File: src/rtl/muldiv_pkg.sv
// Shared encodings for the EX-stage multiply/divide sequencer.
// Latency: n/a (types and constants only).
// Backpressure: n/a.
package muldiv_pkg;

    // Instruction operation select as presented on the op port
    typedef enum logic [1:0] {
        OP_MULT  = 2'b00,
        OP_MULTU = 2'b01,
        OP_DIV   = 2'b10,
        OP_DIVU  = 2'b11
    } op_e;

    // Controller states
    typedef enum logic [1:0] {
        ST_IDLE = 2'b00,
        ST_BUSY = 2'b01,
        ST_DONE = 2'b10
    } state_e;

    localparam int          MULDIV_ITER = 32;
    localparam logic [31:0] DIV0_QUOT   = 32'hFFFF_FFFF;

endpackage

File: src/rtl/muldiv_step.sv
// One shift-add multiply or restoring-divide iteration on magnitudes.
// Latency: combinational, zero cycles.
// Backpressure: none; the caller decides when to register the result.
module muldiv_step #(
    parameter int XLEN = 32
) (
    input  logic            is_div,
    input  logic [XLEN-1:0] acc_i,
    input  logic [XLEN-1:0] opnd_i,
    input  logic [XLEN-1:0] sr_i,
    output logic [XLEN-1:0] acc_o,
    output logic [XLEN-1:0] sr_o
);

    logic [XLEN:0] sum;
    logic [XLEN:0] rem_sh;

    // Multiply: conditional add then 64-bit right shift keeping carry.
    // Divide: shift in dividend MSB, trial subtract, restore on borrow.
    always_comb begin
        acc_o  = acc_i;
        sr_o   = sr_i;
        sum    = '0;
        rem_sh = '0;
        if (is_div) begin
            rem_sh = {acc_i, sr_i[XLEN-1]};
            if (rem_sh >= {1'b0, opnd_i}) begin
                acc_o = XLEN'(rem_sh - {1'b0, opnd_i});
                sr_o  = {sr_i[XLEN-2:0], 1'b1};
            end else begin
                acc_o = rem_sh[XLEN-1:0];
                sr_o  = {sr_i[XLEN-2:0], 1'b0};
            end
        end else begin
            sum   = {1'b0, acc_i} + (sr_i[0] ? {1'b0, opnd_i} : {(XLEN+1){1'b0}});
            acc_o = sum[XLEN:1];
            sr_o  = {sum[0], sr_i[XLEN-1:1]};
        end
    end

endmodule

File: src/rtl/muldiv_ctrl.sv
// Multiply/divide sequencer: stalls the pipe, iterates, then writes HI/LO once.
// Latency: 34 cycles start-to-strobe (MULDIV_FAST_MUL_EN: multiplies take 2).
// Backpressure: stall is held from accept until the DONE cycle; flush cancels.
import muldiv_pkg::*;

module muldiv_ctrl #(
    parameter int XLEN = 32,
    parameter int ITER = MULDIV_ITER
) (
    input  logic            clk,
    input  logic            reset,
    input  logic            start,
    input  logic [1:0]      op,
    input  logic [XLEN-1:0] a,
    input  logic [XLEN-1:0] b,
    input  logic            flush,
    output logic            stall,
    output logic            busy,
    output logic            hilo_wen,
    output logic [XLEN-1:0] hi_wdata,
    output logic [XLEN-1:0] lo_wdata
);

    localparam int          CW   = $clog2(ITER);
    localparam logic [CW-1:0] LAST = CW'(ITER - 1);

    state_e          state_q, state_d;
    logic [CW-1:0]   cnt_q, cnt_d;
    logic            is_div_q, is_div_d;
    logic            sign_a_q, sign_a_d;
    logic            neg_res_q, neg_res_d;
    logic            div0_q, div0_d;
    logic [XLEN-1:0] acc_q, acc_d;
    logic [XLEN-1:0] sr_q, sr_d;
    logic [XLEN-1:0] opnd_q, opnd_d;
    logic [XLEN-1:0] hi_q, hi_d;
    logic [XLEN-1:0] lo_q, lo_d;

    op_e             opc;
    logic            signed_op;
    logic [XLEN-1:0] a_mag, b_mag;
    logic [XLEN-1:0] acc_nx, sr_nx;
    logic [2*XLEN-1:0] prod_mag, prod_fix;
    logic [XLEN-1:0] quot_fix, rem_fix;
`ifdef MULDIV_FAST_MUL_EN
    logic [2*XLEN-1:0] prod_fast;
`endif

    assign opc = op_e'(op);

    muldiv_step #(.XLEN(XLEN)) u_step (
        .is_div (is_div_q),
        .acc_i  (acc_q),
        .opnd_i (opnd_q),
        .sr_i   (sr_q),
        .acc_o  (acc_nx),
        .sr_o   (sr_nx)
    );

    // Next-state, operand latching, iteration and final sign fix-up
    always_comb begin
        state_d   = state_q;
        cnt_d     = cnt_q;
        is_div_d  = is_div_q;
        sign_a_d  = sign_a_q;
        neg_res_d = neg_res_q;
        div0_d    = div0_q;
        acc_d     = acc_q;
        sr_d      = sr_q;
        opnd_d    = opnd_q;
        hi_d      = hi_q;
        lo_d      = lo_q;

        signed_op = (opc == OP_MULT) || (opc == OP_DIV);
        a_mag     = (signed_op && a[XLEN-1]) ? -a : a;
        b_mag     = (signed_op && b[XLEN-1]) ? -b : b;
`ifdef MULDIV_FAST_MUL_EN
        // Sign-extend per op; the low 2*XLEN bits are correct either way
        prod_fast = {{XLEN{signed_op & a[XLEN-1]}}, a} * {{XLEN{signed_op & b[XLEN-1]}}, b};
`endif

        // Results of the final step, with signs restored
        prod_mag = {acc_nx, sr_nx};
        prod_fix = neg_res_q ? -prod_mag : prod_mag;
        quot_fix = div0_q ? DIV0_QUOT : (neg_res_q ? -sr_nx : sr_nx);
        rem_fix  = sign_a_q ? -acc_nx : acc_nx;

        case (state_q)
            ST_IDLE: begin
                if (start) begin
                    is_div_d  = (opc == OP_DIV) || (opc == OP_DIVU);
                    sign_a_d  = signed_op & a[XLEN-1];
                    neg_res_d = signed_op & (a[XLEN-1] ^ b[XLEN-1]);
                    div0_d    = (b == '0);
                    cnt_d     = '0;
                    acc_d     = '0;
                    sr_d      = a_mag;
                    opnd_d    = b_mag;
                    state_d   = ST_BUSY;
`ifdef MULDIV_FAST_MUL_EN
                    if (!((opc == OP_DIV) || (opc == OP_DIVU))) begin
                        hi_d    = prod_fast[2*XLEN-1:XLEN];
                        lo_d    = prod_fast[XLEN-1:0];
                        state_d = ST_DONE;
                    end
`endif
                end
            end
            ST_BUSY: begin
                acc_d = acc_nx;
                sr_d  = sr_nx;
                cnt_d = cnt_q + 1'b1;
                if (cnt_q == LAST) begin
                    state_d = ST_DONE;
                    hi_d    = is_div_q ? rem_fix  : prod_fix[2*XLEN-1:XLEN];
                    lo_d    = is_div_q ? quot_fix : prod_fix[XLEN-1:0];
                end
            end
            ST_DONE: begin
                state_d = ST_IDLE;
            end
            default: begin
                state_d = ST_IDLE;
            end
        endcase

        // A cancelled instruction must leave HI/LO outputs untouched
        if (flush) begin
            state_d = ST_IDLE;
            hi_d    = hi_q;
            lo_d    = lo_q;
        end
    end

    // State and datapath registers; reset aborts any operation in flight
    always_ff @(posedge clk) begin
        if (reset) begin
            state_q   <= ST_IDLE;
            cnt_q     <= '0;
            is_div_q  <= 1'b0;
            sign_a_q  <= 1'b0;
            neg_res_q <= 1'b0;
            div0_q    <= 1'b0;
            acc_q     <= '0;
            sr_q      <= '0;
            opnd_q    <= '0;
            hi_q      <= '0;
            lo_q      <= '0;
        end else begin
            state_q   <= state_d;
            cnt_q     <= cnt_d;
            is_div_q  <= is_div_d;
            sign_a_q  <= sign_a_d;
            neg_res_q <= neg_res_d;
            div0_q    <= div0_d;
            acc_q     <= acc_d;
            sr_q      <= sr_d;
            opnd_q    <= opnd_d;
            hi_q      <= hi_d;
            lo_q      <= lo_d;
        end
    end

    assign stall    = !flush && (((state_q == ST_IDLE) && start) || (state_q == ST_BUSY));
    assign busy     = (state_q != ST_IDLE);
    assign hilo_wen = (state_q == ST_DONE) && !flush;
    assign hi_wdata = hi_q;
    assign lo_wdata = lo_q;

endmodule

File: config.mk
export PLATFORM = sky130hd
export DESIGN_NAME = muldiv_ctrl
export DESIGN_NICKNAME = d
export VERILOG_FILES = /design/src/rtl/muldiv_pkg.sv /design/src/rtl/muldiv_step.sv /design/src/rtl/muldiv_ctrl.sv
export SDC_FILE = /design/constraint.sdc
export NUM_CORES = 1
export LEC_CHECK = 0
export ABC_AREA = 0
export BUFFER_PORTS_ARGS = -buffer_cell sky130_fd_sc_hd__buf_2
export CAP_MARGIN = 20
export CORE_MARGIN = 2
export CORE_UTILIZATION = 29
export DETAILED_ROUTE_END_ITERATION = 12
export PLACE_DENSITY = 0.56
export SETUP_SLACK_MARGIN = 0.3
export SYNTH_ARGS = -nofsm -noshare
export SYNTH_HDL_FRONTEND = slang
export SYNTH_SLANG_ARGS = --single-unit
File: constraint.sdc
create_clock -name clk -period 14 [get_ports clk]
set_input_delay 0.7 -clock clk [delete_from_list [all_inputs] [get_ports clk]]
set_output_delay 0.7 -clock clk [all_outputs]
set_load 0.03 [all_outputs]
==> summary.md, run 1 <==
| Metric | Value |
|---|---|
| Number of top-level pins | approximately 140 |
| CTS clk-pin slew, worst paths | 0.08 ns |
| Post-CTS setup buffers | 0 |
| H-tree Lvls | 4 |
| Vias in the first global route | ~14000 |
| Synth Flop Type | dfxtp_1 |
| Die X | between 200 and 250 um |
| Post-synth ARST share | 0% |
| Global-route wire length before repair | 81880 um |
| WHS Endpoint | hi_wdata[12] |
| Hold Path Cell Cnt | 2 |
| CP Class | flop to flop |
| Vias per cell | 5.535 |
| P&R area growth vs syn | 12.37% |
| CTS resizes | 0 |
| HP Class | flop to flop |
| Final wirelength | between 50000 and 60000 um |
| Total congestion overflow | 0 |
| Max Cap Viol | 0 |
| Synth top area cells | dfxtp_1, xnor2_1, nor2_1, ha_1, a21oi_1 |
| DP HPWL | 40780 um |
| Clock buffer depth | 2 |
| Leakage | 6.293 nW |
| Most frequent cells after synthesis | nor2_1, nand2_1, dfxtp_1 |
| Hold Startpoint | hi_wdata[12] |
| Mapped Area | 0.01436 sq mm |
| EDFF count, synth | 0 |
| Drt first pass iters | 6 |
| CTS tree | yes |
| R2r startpoint | opnd_q[24] |
| Clock Tree Root | clkbuf_16 |
| Netlist cell types | 100 |
| Diode count | 0 |
| Initial antenna violation count | 1 |
| Setup slack, reg-to-reg | 8.25 ns |
| Sum Neg Setup Slack | 0 ns |
| WP data required | 14.36 ns |
| Largest net degree at the start of global routing | between 80 and 90 |
| Final #Nets | 2158 |
| Pwr/cell area | 84.74 mW/mm^2 |
| Routability cong. | 0.8670 |
| Crit end category | flop |
| Initial DRC Count | 1225 |
| Sequential share of the synthesized area | a little under a quarter |
| Seq cells post-synth | between 150 and 200 |
| Max IR drop VDD | 0.05525 mV |
| Yosys top cell by area | dfxtp_1 |
| Cells after Synth | 1955 |
| Yosys warning count | 0 |
| Final Hold Fails | 0 |
| Via count | 14910 |
| Hold-fix buffers at CTS | 0 |
| Yosys top cell area share | a little under a quarter |
| RSZ-0062 raised after global routing | false |
| Clock sink count | between 150 and 200 |
| GRT Overall Usage | between 20% and 30% |
| R2R cell count | 21 |
| CP Max Fanout | 12 |
| Routed Antenna Nets | 0 |
| Worst-Skew Late Latency | 0.47 ns |
| Final setup fails | 0 |
| Mapped Nets | 2097 |
| Fin cells | 2693 |
| Power consumption | 1.367 mW |
| Initial Util | between 20 and 30% |
| Row count | 81 |
| Vert. Die Dim | ~230 um |
| Worst setup SP type | flop |
| Max Freq | 173.8 MHz |
| Layout cell share with drive strength beyond 1 | roughly 13% |
| Slowest Stage Delay on Critical Path | about 0.45 ns |
| Die ar. | between 0.05 and 0.06 sq mm |
| Most numerous cell in the Yosys netlist | nor2_1 |
| Minimum clock period | 5.753 ns |
| Rel. slew slack | between 20% and 30% |
| Layout Skew | 0.01331 ns |
| Measured slew at the worst slew-check pin | 1.139 ns |
| Cell family with the largest share of critical-path delay | simple AND/OR/NAND/NOR gates |
| Syn avg cell area | 7.345 sq um |
| Drt wl/cell | 19.53 um |
| DRC violations left | 0 |
| Slowest-stage cell, CP | nand3_1 |
| R2r endpoint | hi_wdata[20] |
| Worst EP arrival | 6.11 ns |
| # port buffers | 136 |
| # placed instances | 2660 |
| Tcrit/Tclk final | 41.10% |
| Filler instances | approximately 5300 |
| Buf/Inv on CP | 1 |
| Max Transition Viols Final | 0 |
| Num CTS Buffers | 17 |
| Outcome | completed |
| Core area | just under 0.05 sq mm |
| Crit-path cells | inv_1 > ha_1 > a21oi_1 > o21ai_1 > a2bb2oi_1 > nand3_1 > nor2_2 > nor2_1 > a21oi_1 > ha_1 > o2111ai_1 > nor2_1 > nand3_1 > nor3_1 > nand2b_1 > nor3_1 > nor3b_1 > o21ai_1 > o21bai_1 > and3_1 > a311o_1 |
==> power by group <==
part | total [mW] | internal (mW) | switching, mW
Clock | 0.468 | 0.237 | 0.231
Combinational | 0.375 | 0.133 | 0.242
Sequential | 0.524 | 0.503 | 0.0217
Total | 1.37 | 0.873 | 0.495
==> cell usage in the layout, fill, tap and decap left out, types with 25 or more instances in the layout <==
cell      count
a31oi_1      42
buf_4        25
xnor2_1     110
ha_1         70
and2_1       40
o21ai_0     133
a21oi_1     166
mux2i_1      37
inv_1        75
a221oi_1     29
nand2_1     178
nor3_1       56
a211oi_1     41
xor2_1       44
dfxtp_1     170
nor2_1      233
nand3_1      54
buf_2       135
==> flip-flops by register name, summed over array words and instances, names as in the netlist <==
name	flops
acc_q	32
cnt_q	5
div0_q	1
hi_wdata	32
is_div_q	1
lo_wdata	32
neg_res_q	1
opnd_q	32
sign_a_q	1
sr_q	32
state_q	2
==> area by class of cell <==
class | instances | area, sq um | share of cell area, %
Clock buffer | 20 | 446.7 | 2.768
Clock inverter | 12 | 105.1 | 0.6514
Inverter | 75 | 281.5 | 1.745
Multi-Input combinational cell | 1590 | 10170 | 63.00
Sequential cell | 171 | 3427 | 21.24
Tap cell | 664 | 830.8 | 5.149
Timing Repair Buffer | 161 | 878.3 | 5.444
==> through the flow <==
| stage | hold slack [ns] | util, % | setup WS, ns | instance area [sq um] |
|---|---|---|---|---|
| 4_1_cts | 0.4613 | 32.93 | 8.274 | 16120 |
| 3_5_place_dp | 0.4608 | 31.80 | 8.299 | 15570 |
| 6_report | 0.4630 | 32.96 | 8.247 | 16140 |
| 2_1_floorplan | 0.4403 | - | 8.926 | 14360 |
| 3_3_place_gp | 0.4533 | 31.80 | 8.482 | 15570 |
| 5_1_grt | 0.4787 | 32.96 | 7.749 | 16140 |
==> metal layers <==
layer	share of wire (%)	routed length, um	track usage [%]
met5	0	0	0
met4	3.5	1849	8.192
met3	4.9	2574	2.358
met2	48	25030	34.50
met1	44	23150	26.41
==> logic make-up (layout without fill, tap and decap cells) <==
group | count (synthesis) | in the layout | share of synthesized area, %
xor+xnor | 154 | 154 | 9.393
fa+ha+maj | 72 | 72 | 6.379
mux | 42 | 42 | 2.989
flops | 171 | 171 | 23.84
simple gates | 725 | 725 | 24.70
buf+inv | 194 | 268 | 5.533
compound gates | 597 | 597 | 27.17
==> worst max-delay path by stage <==
| stage | slack [ns] | cells after the start | endpoint | startpoint |
|---|---|---|---|---|
| 2_1_floorplan | 8.93 | 22 | hi_wdata[20] | is_div_q |
| 3_3_place_gp | 8.48 | 20 | hi_wdata[20] | acc_q[19] |
| 3_5_place_dp | 8.30 | 21 | hi_wdata[20] | opnd_q[24] |
| 4_1_cts | 8.27 | 21 | hi_wdata[20] | opnd_q[24] |
| 5_1_grt | 7.75 | 21 | hi_wdata[20] | opnd_q[24] |
| 6_report | 8.25 | 21 | hi_wdata[20] | opnd_q[24] |
==> worst reg2reg max path: cells and delay by family, from the launching register on <==
family,cells,cell delay [ns]
flip-flops,1,0.35
buffers and inverters,1,0.05
AND/OR/NAND/NOR,10,2.76
adder cells (fa/ha/maj),2,0.64
AO/OA/AOI/OAI,8,1.86
Power figures use the tool's default switching activity.
==> inputs of run 2 (changes only) <==
--- a/config.mk
+++ b/config.mk
@@ -5,7 +5,7 @@
 export SDC_FILE = /design/constraint.sdc
 export NUM_CORES = 1
 export LEC_CHECK = 0
-export ABC_AREA = 0
+export ABC_AREA = 1
 export BUFFER_PORTS_ARGS = -buffer_cell sky130_fd_sc_hd__buf_2
 export CAP_MARGIN = 20
 export CORE_MARGIN = 2
==> constraint.sdc (replaced) <==
create_clock -name clk -period 5.9 [get_ports clk]
set_input_delay 0.295 -clock clk [delete_from_list [all_inputs] [get_ports clk]]
set_output_delay 0.295 -clock clk [all_outputs]
set_load 0.03 [all_outputs]
==> run 2 against run 1 <==
  * Worst setup slack lost 7.0 ns
  * Via count grew 25%
  * First-iteration DRC count grew 17%
  * Combinational power grew to 2.8 times the previous value
  * Core utilization shrank 0.057 points
  * Sequential share of layout area shrank 2.4 points
  * Clock skew is essentially flat
  * Die area grew 13%
  * Cell area grew 13%
  * Clock-buffer cell count shrank 3
  * Routed wire length grew 27%
  * Power grew to 2.5 times the previous value
==> summary.md, run 2 <==
| Metric | Value |
|---|---|
| Cell family with the largest share of critical-path delay | simple AND/OR/NAND/NOR gates |
| Area occupied by multi-input gates | 0.01082 sq mm (+6.4%) |
| Layout cell share with drive strength beyond 1 | 9.783% (-2.8 points) |
| Buf/Inv on CP | 3 (+2) |
| Via count | 18600 (+25%) |
| Yosys warning count | 0 (unchanged) |
| Setup slack, reg-to-reg | 1.28 ns (-6.97 ns) |
| Sequential share of the synthesized area | 20.98% (-2.9 points) |
| Measured slew at the worst slew-check pin | 0.9671 ns (-0.1720 ns) |
| Largest net degree at the start of global routing | 82 (-4.7%) |
| Most numerous cell in the Yosys netlist | nand2_1 |
| Number of top-level pins | 137 (unchanged) |
| Vert. Die Dim | 241.2 um (+6.5%) |
| CTS resizes | 0 (unchanged) |
| Num CTS Buffers | 17 (unchanged) |
| Commonest non-fill, non-tap cell in the layout | nand2_1 |
| Total congestion overflow | 0 (unchanged) |
| Minimum clock period | 4.619 ns (-1.134 ns) |
| # port buffers | 136 (unchanged) |
| Routed Antenna Nets | 0 (unchanged) |
| Register area | 0.003428 sq mm (about the same) |
| Rel. slew slack | 35.37% (+12 points) |
| Clock sink count | 171 (unchanged) |
| CP Class | flop to flop |
| GRT Overall Usage | 22.96% (+2.6 points) |
| Max Freq | 216.5 MHz (+25%) |
| Most frequent cells after synthesis | nand2_1, inv_1, nor2_1 |
| WHS | 0.04853 ns (-0.4145 ns) |
| Diode count | 0 (unchanged) |
| Most used cell, CP | nand2_1 |
| Core Util, Final | 32.91% (-0.057 points) |
| Hold Startpoint | flush |
| Netlist cell types | 57 (-43%) |
| CTS clk-pin slew, worst paths | 0.08 ns (about the same) |
| Cells after Synth | 2859 (+46%) |
| R2r endpoint | hi_wdata[16] |
| Max Transition Viols Final | 0 (unchanged) |
| Slowest-stage cell, CP | nor2_4 |
| Row count | 86 (+6.2%) |
| Routability cong. | 1.013 (+17%) |
| Final wirelength | 66630 um (+27%) |
| Slowest Stage Delay on Critical Path | 0.40 ns (-0.05 ns) |
| Filler instances | 6341 (+20%) |
| Drt first pass iters | 6 (unchanged) |
| Global-route wire length before repair | 102200 um (+25%) |
| P&R area growth vs syn | 11.75% |
| Drt wl/cell | 18.05 um (-7.6%) |
| # placed instances | 3660 (+38%) |
| P_int | 2.099 mW (+140%) |
| Final worst slack | 1.281 ns (-6.966 ns) |
| Initial DRC Count | 1439 (+17%) |
| DP HPWL | 52650 um (+29%) |
| CTS tree | yes |
| WP data required | 6.28 ns (-8.08 ns) |
| HP Class | primary input to flop |
| Max IR drop VDD | 0.2487 mV (+350%) |
| Yosys top cell area share | 20.98% (-2.9 points) |
| Synth top area cells | dfxtp_1, nand2_1, inv_1, nor2_1, nand3_1 |
| DRC violations left | 0 (unchanged) |
| Clock Tree Root | clkbuf_16 |
| Syn avg cell area | 5.708 sq um (-22%) |
| Clk pwr share | 34.9% (+0.7 points) |
| Post-synth ARST share | 0% (unchanged) |
| Die ar. | 0.05818 sq mm (+13%) |
| Tcrit/Tclk final | 78.29% (+37 points) |
| Initial antenna violation count | 0 (-1) |
| Hold Path Cell Cnt | 2 (unchanged) |
| R2R cell count | 26 (+24%) |
| Mapped Nets | 3001 (+43%) |
| Final Instance Area | 0.01824 sq mm (+13%) |
| H-tree Lvls | 4 (unchanged) |
| Commonest cells after routing, fill and taps aside | nand2_1, inv_1, nor2_1 |
| Pwr/cell area | 190.8 mW/mm^2 (+130%) |
| WHS Endpoint | state_q[0] |
| Sw frac | 39.66% (+3.5 points) |
| Seq cells post-synth | 171 (unchanged) |
| Place WS | 1.372 ns (-6.927 ns) |
| Synth Flop Type | dfxtp_1 |
| Final #Nets | 3073 (+42%) |
| Vias per cell | 5.038 (-9.0%) |
| Core area | 0.05542 sq mm (+13%) |
| Layout Skew | 0.01317 ns (-0.0001422 ns) |
| CP Max Fanout | 14 (+2) |
| Vias in the first global route | 17240 (+21%) |
| Mapped Area | 0.01632 sq mm (+14%) |
| Clock buffer depth | 2 (unchanged) |
| Leakage | 9.341 nW (+48%) |
| Worst setup SP type | flop |
| Final Hold Fails | 0 (unchanged) |
| Outcome | completed |
| Initial Util | 29.45% (+0.11 points) |
| R2r startpoint | acc_q[23] |
| Fin cells | 3692 (+37%) |
| Crit end category | flop |
| Hold-fix buffers at CTS | 0 (unchanged) |
| Sum Neg Setup Slack | 0 ns (unchanged) |
| Die X | 241.2 um (+6.5%) |
| Max Cap Viol | 0 (unchanged) |
| RSZ-0062 raised after global routing | false |
| Worst-Skew Late Latency | 0.48 ns (about the same) |
| Worst EP arrival | 5.00 ns (-1.11 ns) |
| Post-CTS setup buffers | 0 (unchanged) |
| Final setup fails | 0 (unchanged) |
| EDFF count, synth | 0 (unchanged) |
| Register share of total power | 35.2% (-3.2 points) |
| Power consumption | 3.479 mW (+150%) |
| Post-Place Cell Area | 0.01763 sq mm (+13%) |
| NetSw | 1.380 mW (+180%) |
| Combinational power share | 29.9% (+2.5 points) |
| Yosys top cell by area | dfxtp_1 |
-- run 2: changes by cell type after synthesis, moves of 22 or more --
cell / delta
a221oi_1: -28
a211oi_1: -39
and2_1: -37
inv_1: +342
nor2_1: +55
nand2_1: +690
nand3_1: +140
nand3b_1: +23
xnor2_1: -91
o21ai_0: +22
mux2i_1: -35
-- run 2: per-layer routing --
layer | up-vias | wire, um | GRT usage (%)
li1 | 9311 | - | -
met1 | 8482 | 28910 | 29.52
met2 | 676 | 30840 | 38.36
met3 | 130 | 3968 | 2.701
met4 | 0 | 2908 | 10.70
met5 | - | 0 | 0
-- run 2: kinds of logic after synthesis --
group / count (synthesis) / synth area share [%]
flops: 171 / 20.98
mux: 2 / 0.1227
fa+ha+maj: 72 / 5.613
buf+inv: 532 / 12.78
simple gates: 1555 / 40.78
compound gates: 453 / 15.75
xor+xnor: 74 / 3.972
-- run 2: power groups by stage --
stage | logic (mW) | clock network [mW] | registers, mW
global placement | 1.03 | 0 | 1.25
floorplan | 0.718 | 0 | 1.24
finish | 1.04 | 1.21 | 1.23
CTS | 1.03 | 1.23 | 1.22
detailed placement | 1.02 | 0 | 1.25
global route | 1.16 | 1.28 | 1.23
-- run 2: worst max path at each step --
stage,from,end,slack [ns],depth (start not counted)
detailed placement,acc_q[23],hi_wdata[16],1.37,26
floorplan,opnd_q[24],hi_wdata[30],2.33,28
finish,acc_q[23],hi_wdata[16],1.28,26
CTS,acc_q[23],hi_wdata[16],1.35,26
global route,opnd_q[19],hi_wdata[24],0.75,29
global placement,opnd_q[24],hi_wdata[16],1.44,27
-- run 2: final cells by class --
| class | instances | area share [%] |
|---|---|---|
| inverters | 428 | 8.817 |
| flip-flops and latches | 171 | 18.80 |
| clock buffers | 17 | 2.333 |
| multi-input cells | 2156 | 59.35 |
| clock inverters | 15 | 0.9606 |
| repair buffers | 157 | 4.611 |
| well taps | 748 | 5.132 |
==> inputs of run 3 (changes only) <==
==> constraint.sdc (replaced) <==
create_clock -name clk -period 4.65 [get_ports clk]
set_input_delay 0.2325 -clock clk [delete_from_list [all_inputs] [get_ports clk]]
set_output_delay 0.2325 -clock clk [all_outputs]
set_load 0.03 [all_outputs]
==> run 3 against run 2 <==
  * Sequential power grew 28%
  * Global-route usage is 0.18 points higher
  * Maximum frequency grew 12%
  * Largest power group unchanged
  * Worst hold slack lost 0.0060 ns
  * Clock-buffer cell count is 4 higher
==> summary.md, run 3 (synthesis results as in run 2) <==
| Metric | Value |
|---|---|
| GRT Overall Usage | 23.15% (+0.18 points) |
| P&R area growth vs syn | 13.85% |
| Max Freq | 241.7 MHz (+12%) |
| Clock Tree Root | clkbuf_16 |
| Setup slack, reg-to-reg | 0.51 ns (-0.77 ns) |
| Cell family with the largest share of critical-path delay | simple AND/OR/NAND/NOR gates |
| Register share of total power | 35.4% (+0.2 points) |
| Routability cong. | 1.038 (+2.5%) |
| Tcrit/Tclk final | 88.96% (+11 points) |
| Slowest Stage Delay on Critical Path | 0.54 ns (+0.14 ns) |
| H-tree Lvls | 4 (unchanged) |
| Minimum clock period | 4.137 ns (-0.4825 ns) |
| Drt first pass iters | 6 (unchanged) |
| HP Class | primary input to flop |
| WP data required | 5.03 ns (-1.25 ns) |
| DP HPWL | 53980 um (+2.5%) |
| Initial Util | 29.45% (unchanged) |
| Slowest-stage cell, CP | dfxtp_1 |
| P_int | 2.733 mW (+30%) |
| Critical Path End | hi_wdata[18] |
| Num CTS Buffers | 17 (unchanged) |
| Leakage | 9.502 nW (+1.7%) |
| CTS tree | yes |
| Final #Nets | 3098 (+0.81%) |
| Final Hold Fails | 0 (unchanged) |
| Final wirelength | 67600 um (+1.5%) |
| Top Layer Used | met4 |
| Die X | 241.2 um (unchanged) |
| Die ar. | 0.05818 sq mm (unchanged) |
| Final Instance Area | 0.01858 sq mm (+1.9%) |
| Rel. slew slack | 35.83% (+0.46 points) |
| Routed Antenna Nets | 0 (unchanged) |
| CP Max Fanout | 11 (-3) |
| Power consumption | 4.437 mW (+28%) |
| Cell count along the critical path | 21 (-19%) |
| R2r endpoint | hi_wdata[18] |
| Commonest cells after routing, fill and taps aside | nand2_1, inv_1, nor2_1 |
| Vert. Die Dim | 241.2 um (unchanged) |
| Max Cap Viol | 0 (unchanged) |
| Met2 WL post-DR | 30800 um (-0.13%) |
| RSZ-0062 raised after global routing | false |
| CTS clk-pin slew, worst paths | 0.07 ns (about the same) |
| Layout Skew | 0.01516 ns (+0.001989 ns) |
| Core area | 0.05542 sq mm (unchanged) |
| Total congestion overflow | 0 (unchanged) |
| Clock sink count | 171 (unchanged) |
| Initial antenna violation count | 0 (unchanged) |
| Crit-path cells | buf_4 > nand2_1 > inv_1 > ha_1 > a21oi_1 > nand2_1 > nand3_1 > nand2_1 > or2_2 > nand3_1 > nand3_2 > nor2_1 > nand2_1 > nor2_1 > nor2_1 > nor2_4 > o21ai_1 > nand3_1 > nand3_1 > nand2_1 > inv_1 |
| R2r startpoint | sr_q[0] |
| # placed instances | 3681 (+0.57%) |
| Hold Startpoint | b[0] |
| Row count | 86 (unchanged) |
| Sum Neg Setup Slack | 0 ns (unchanged) |
| Worst setup SP type | flop |
| Vias in the first global route | 17380 (+0.79%) |
| Crit. Startpoint | sr_q[0] |
| DRC violations left | 0 (unchanged) |
| Most used cell, CP | nand2_1 |
| Number of top-level pins | 137 (unchanged) |
| Layout cell share with drive strength beyond 1 | 11.18% (+1.4 points) |
| Crit end category | flop |
| Fin cells | 3717 (+0.68%) |
| Worst-Skew Late Latency | 0.48 ns (about the same) |
| Via count | 18620 (+0.13%) |
| Initial DRC Count | 1654 (+15%) |
| Outcome | completed |
| Final worst slack | 0.5134 ns (-0.7675 ns) |
| Buf/Inv on CP | 3 (unchanged) |
| Largest net degree at the start of global routing | 76 (-7.3%) |
| Global-route wire length before repair | 103200 um (+0.90%) |
| Clock buffer depth | 2 (unchanged) |
| Place WS | 0.4714 ns (-0.9003 ns) |
| NetSw | 1.704 mW (+24%) |
| Combinational power share | 30.1% (+0.2 points) |
| CP Class | flop to flop |
| Sw frac | 38.41% (-1.2 points) |
| Pwr/cell area | 238.9 mW/mm^2 (+25%) |
| # port buffers | 136 (unchanged) |
| Final setup fails | 0 (unchanged) |
| Max Transition Viols Final | 0 (unchanged) |
| Met1 wire length | 29560 um (+2.2%) |
| Vias per cell | 5.010 (-0.54%) |
| Met3 wire len | 4005 um (+0.93%) |
| Worst EP arrival | 4.52 ns (-0.48 ns) |
| Post-Place Cell Area | 0.01780 sq mm (+0.97%) |
| R2R cell count | 21 (-19%) |
| Clk pwr share | 34.6% (-0.3 points) |
| Commonest non-fill, non-tap cell in the layout | nand2_1 |
| Drt wl/cell | 18.19 um (+0.77%) |
| Max IR drop VDD | 0.2643 mV (+6.3%) |
| Measured slew at the worst slew-check pin | 0.9626 ns (-0.004540 ns) |
| Diode count | 0 (unchanged) |
## run 3: worst reg2reg max path, cell delays in order, from the launching register on
cell and delay (ns):
dfxtp_1 0.54, buf_4 0.31, nand2_1 0.12, inv_1 0.07, ha_1 0.28, a21oi_1 0.33
nand2_1 0.20, nand3_1 0.11, nand2_1 0.17, or2_2 0.32, nand3_1 0.09, nand3_2 0.27
nor2_1 0.25, nand2_1 0.09, nor2_1 0.20, nor2_1 0.10, nor2_4 0.18, o21ai_1 0.11
nand3_1 0.11, nand3_1 0.07, nand2_1 0.08, inv_1 0.03
## run 3: timing repair
item	CTS	global route
endpoints found under the setup margin	0	25
resized for setup	0	28
hold buffers	1	0
setup buffers	0	3
endpoints found under the hold margin	1	0
## run 3: how the worst min path moves through the flow
stage                            end  cells after the start
after floorplan           state_q[0]                      1
after global placement      cnt_q[3]                      2
after detailed placement    cnt_q[3]                      2
after CTS                  opnd_q[0]                      3
after global routing       opnd_q[0]                      3
final                      opnd_q[0]                      3
## run 3: power by group through the flow
stage                     Sequential [mW]  Combinational (mW)  Clock, mW
final                                1.57                1.33       1.53
after global routing                 1.57                1.48       1.60
after CTS                            1.57                1.30       1.55
after detailed placement             1.60                1.29          0
after global placement               1.60                1.30          0
after floorplan                      1.58               0.911          0
## run 3: per-layer routing
metal	global-route usage (%)	up-vias
met4	10.91	0
met2	38.09	659
met1	30.05	8481
met5	0	-
met3	2.940	117
li1	-	9366
## run 3: final cells by class
| type | count | area (sq um) |
|---|---|---|
| fillers | 6302 | 36840 |
| multi-input cells | 2156 | 10940 |
| flip-flops and latches | 171 | 3440 |
| inverters | 428 | 1608 |
| repair buffers | 182 | 1051 |
| well taps | 748 | 935.9 |
| clock buffers | 21 | 481.7 |
| clock inverters | 11 | 118.9 |
## run 3: metrics by stage
| step | hold WS (ns) | utilization, % |
|---|---|---|
| finish | 0.04258 | 33.52 |
| global route | 0.07071 | 33.52 |
| CTS | 0.03435 | 33.23 |
| detailed placement | 0.4629 | 32.13 |
| global placement | 0.4575 | 32.13 |
| floorplan | 0.3240 | - |
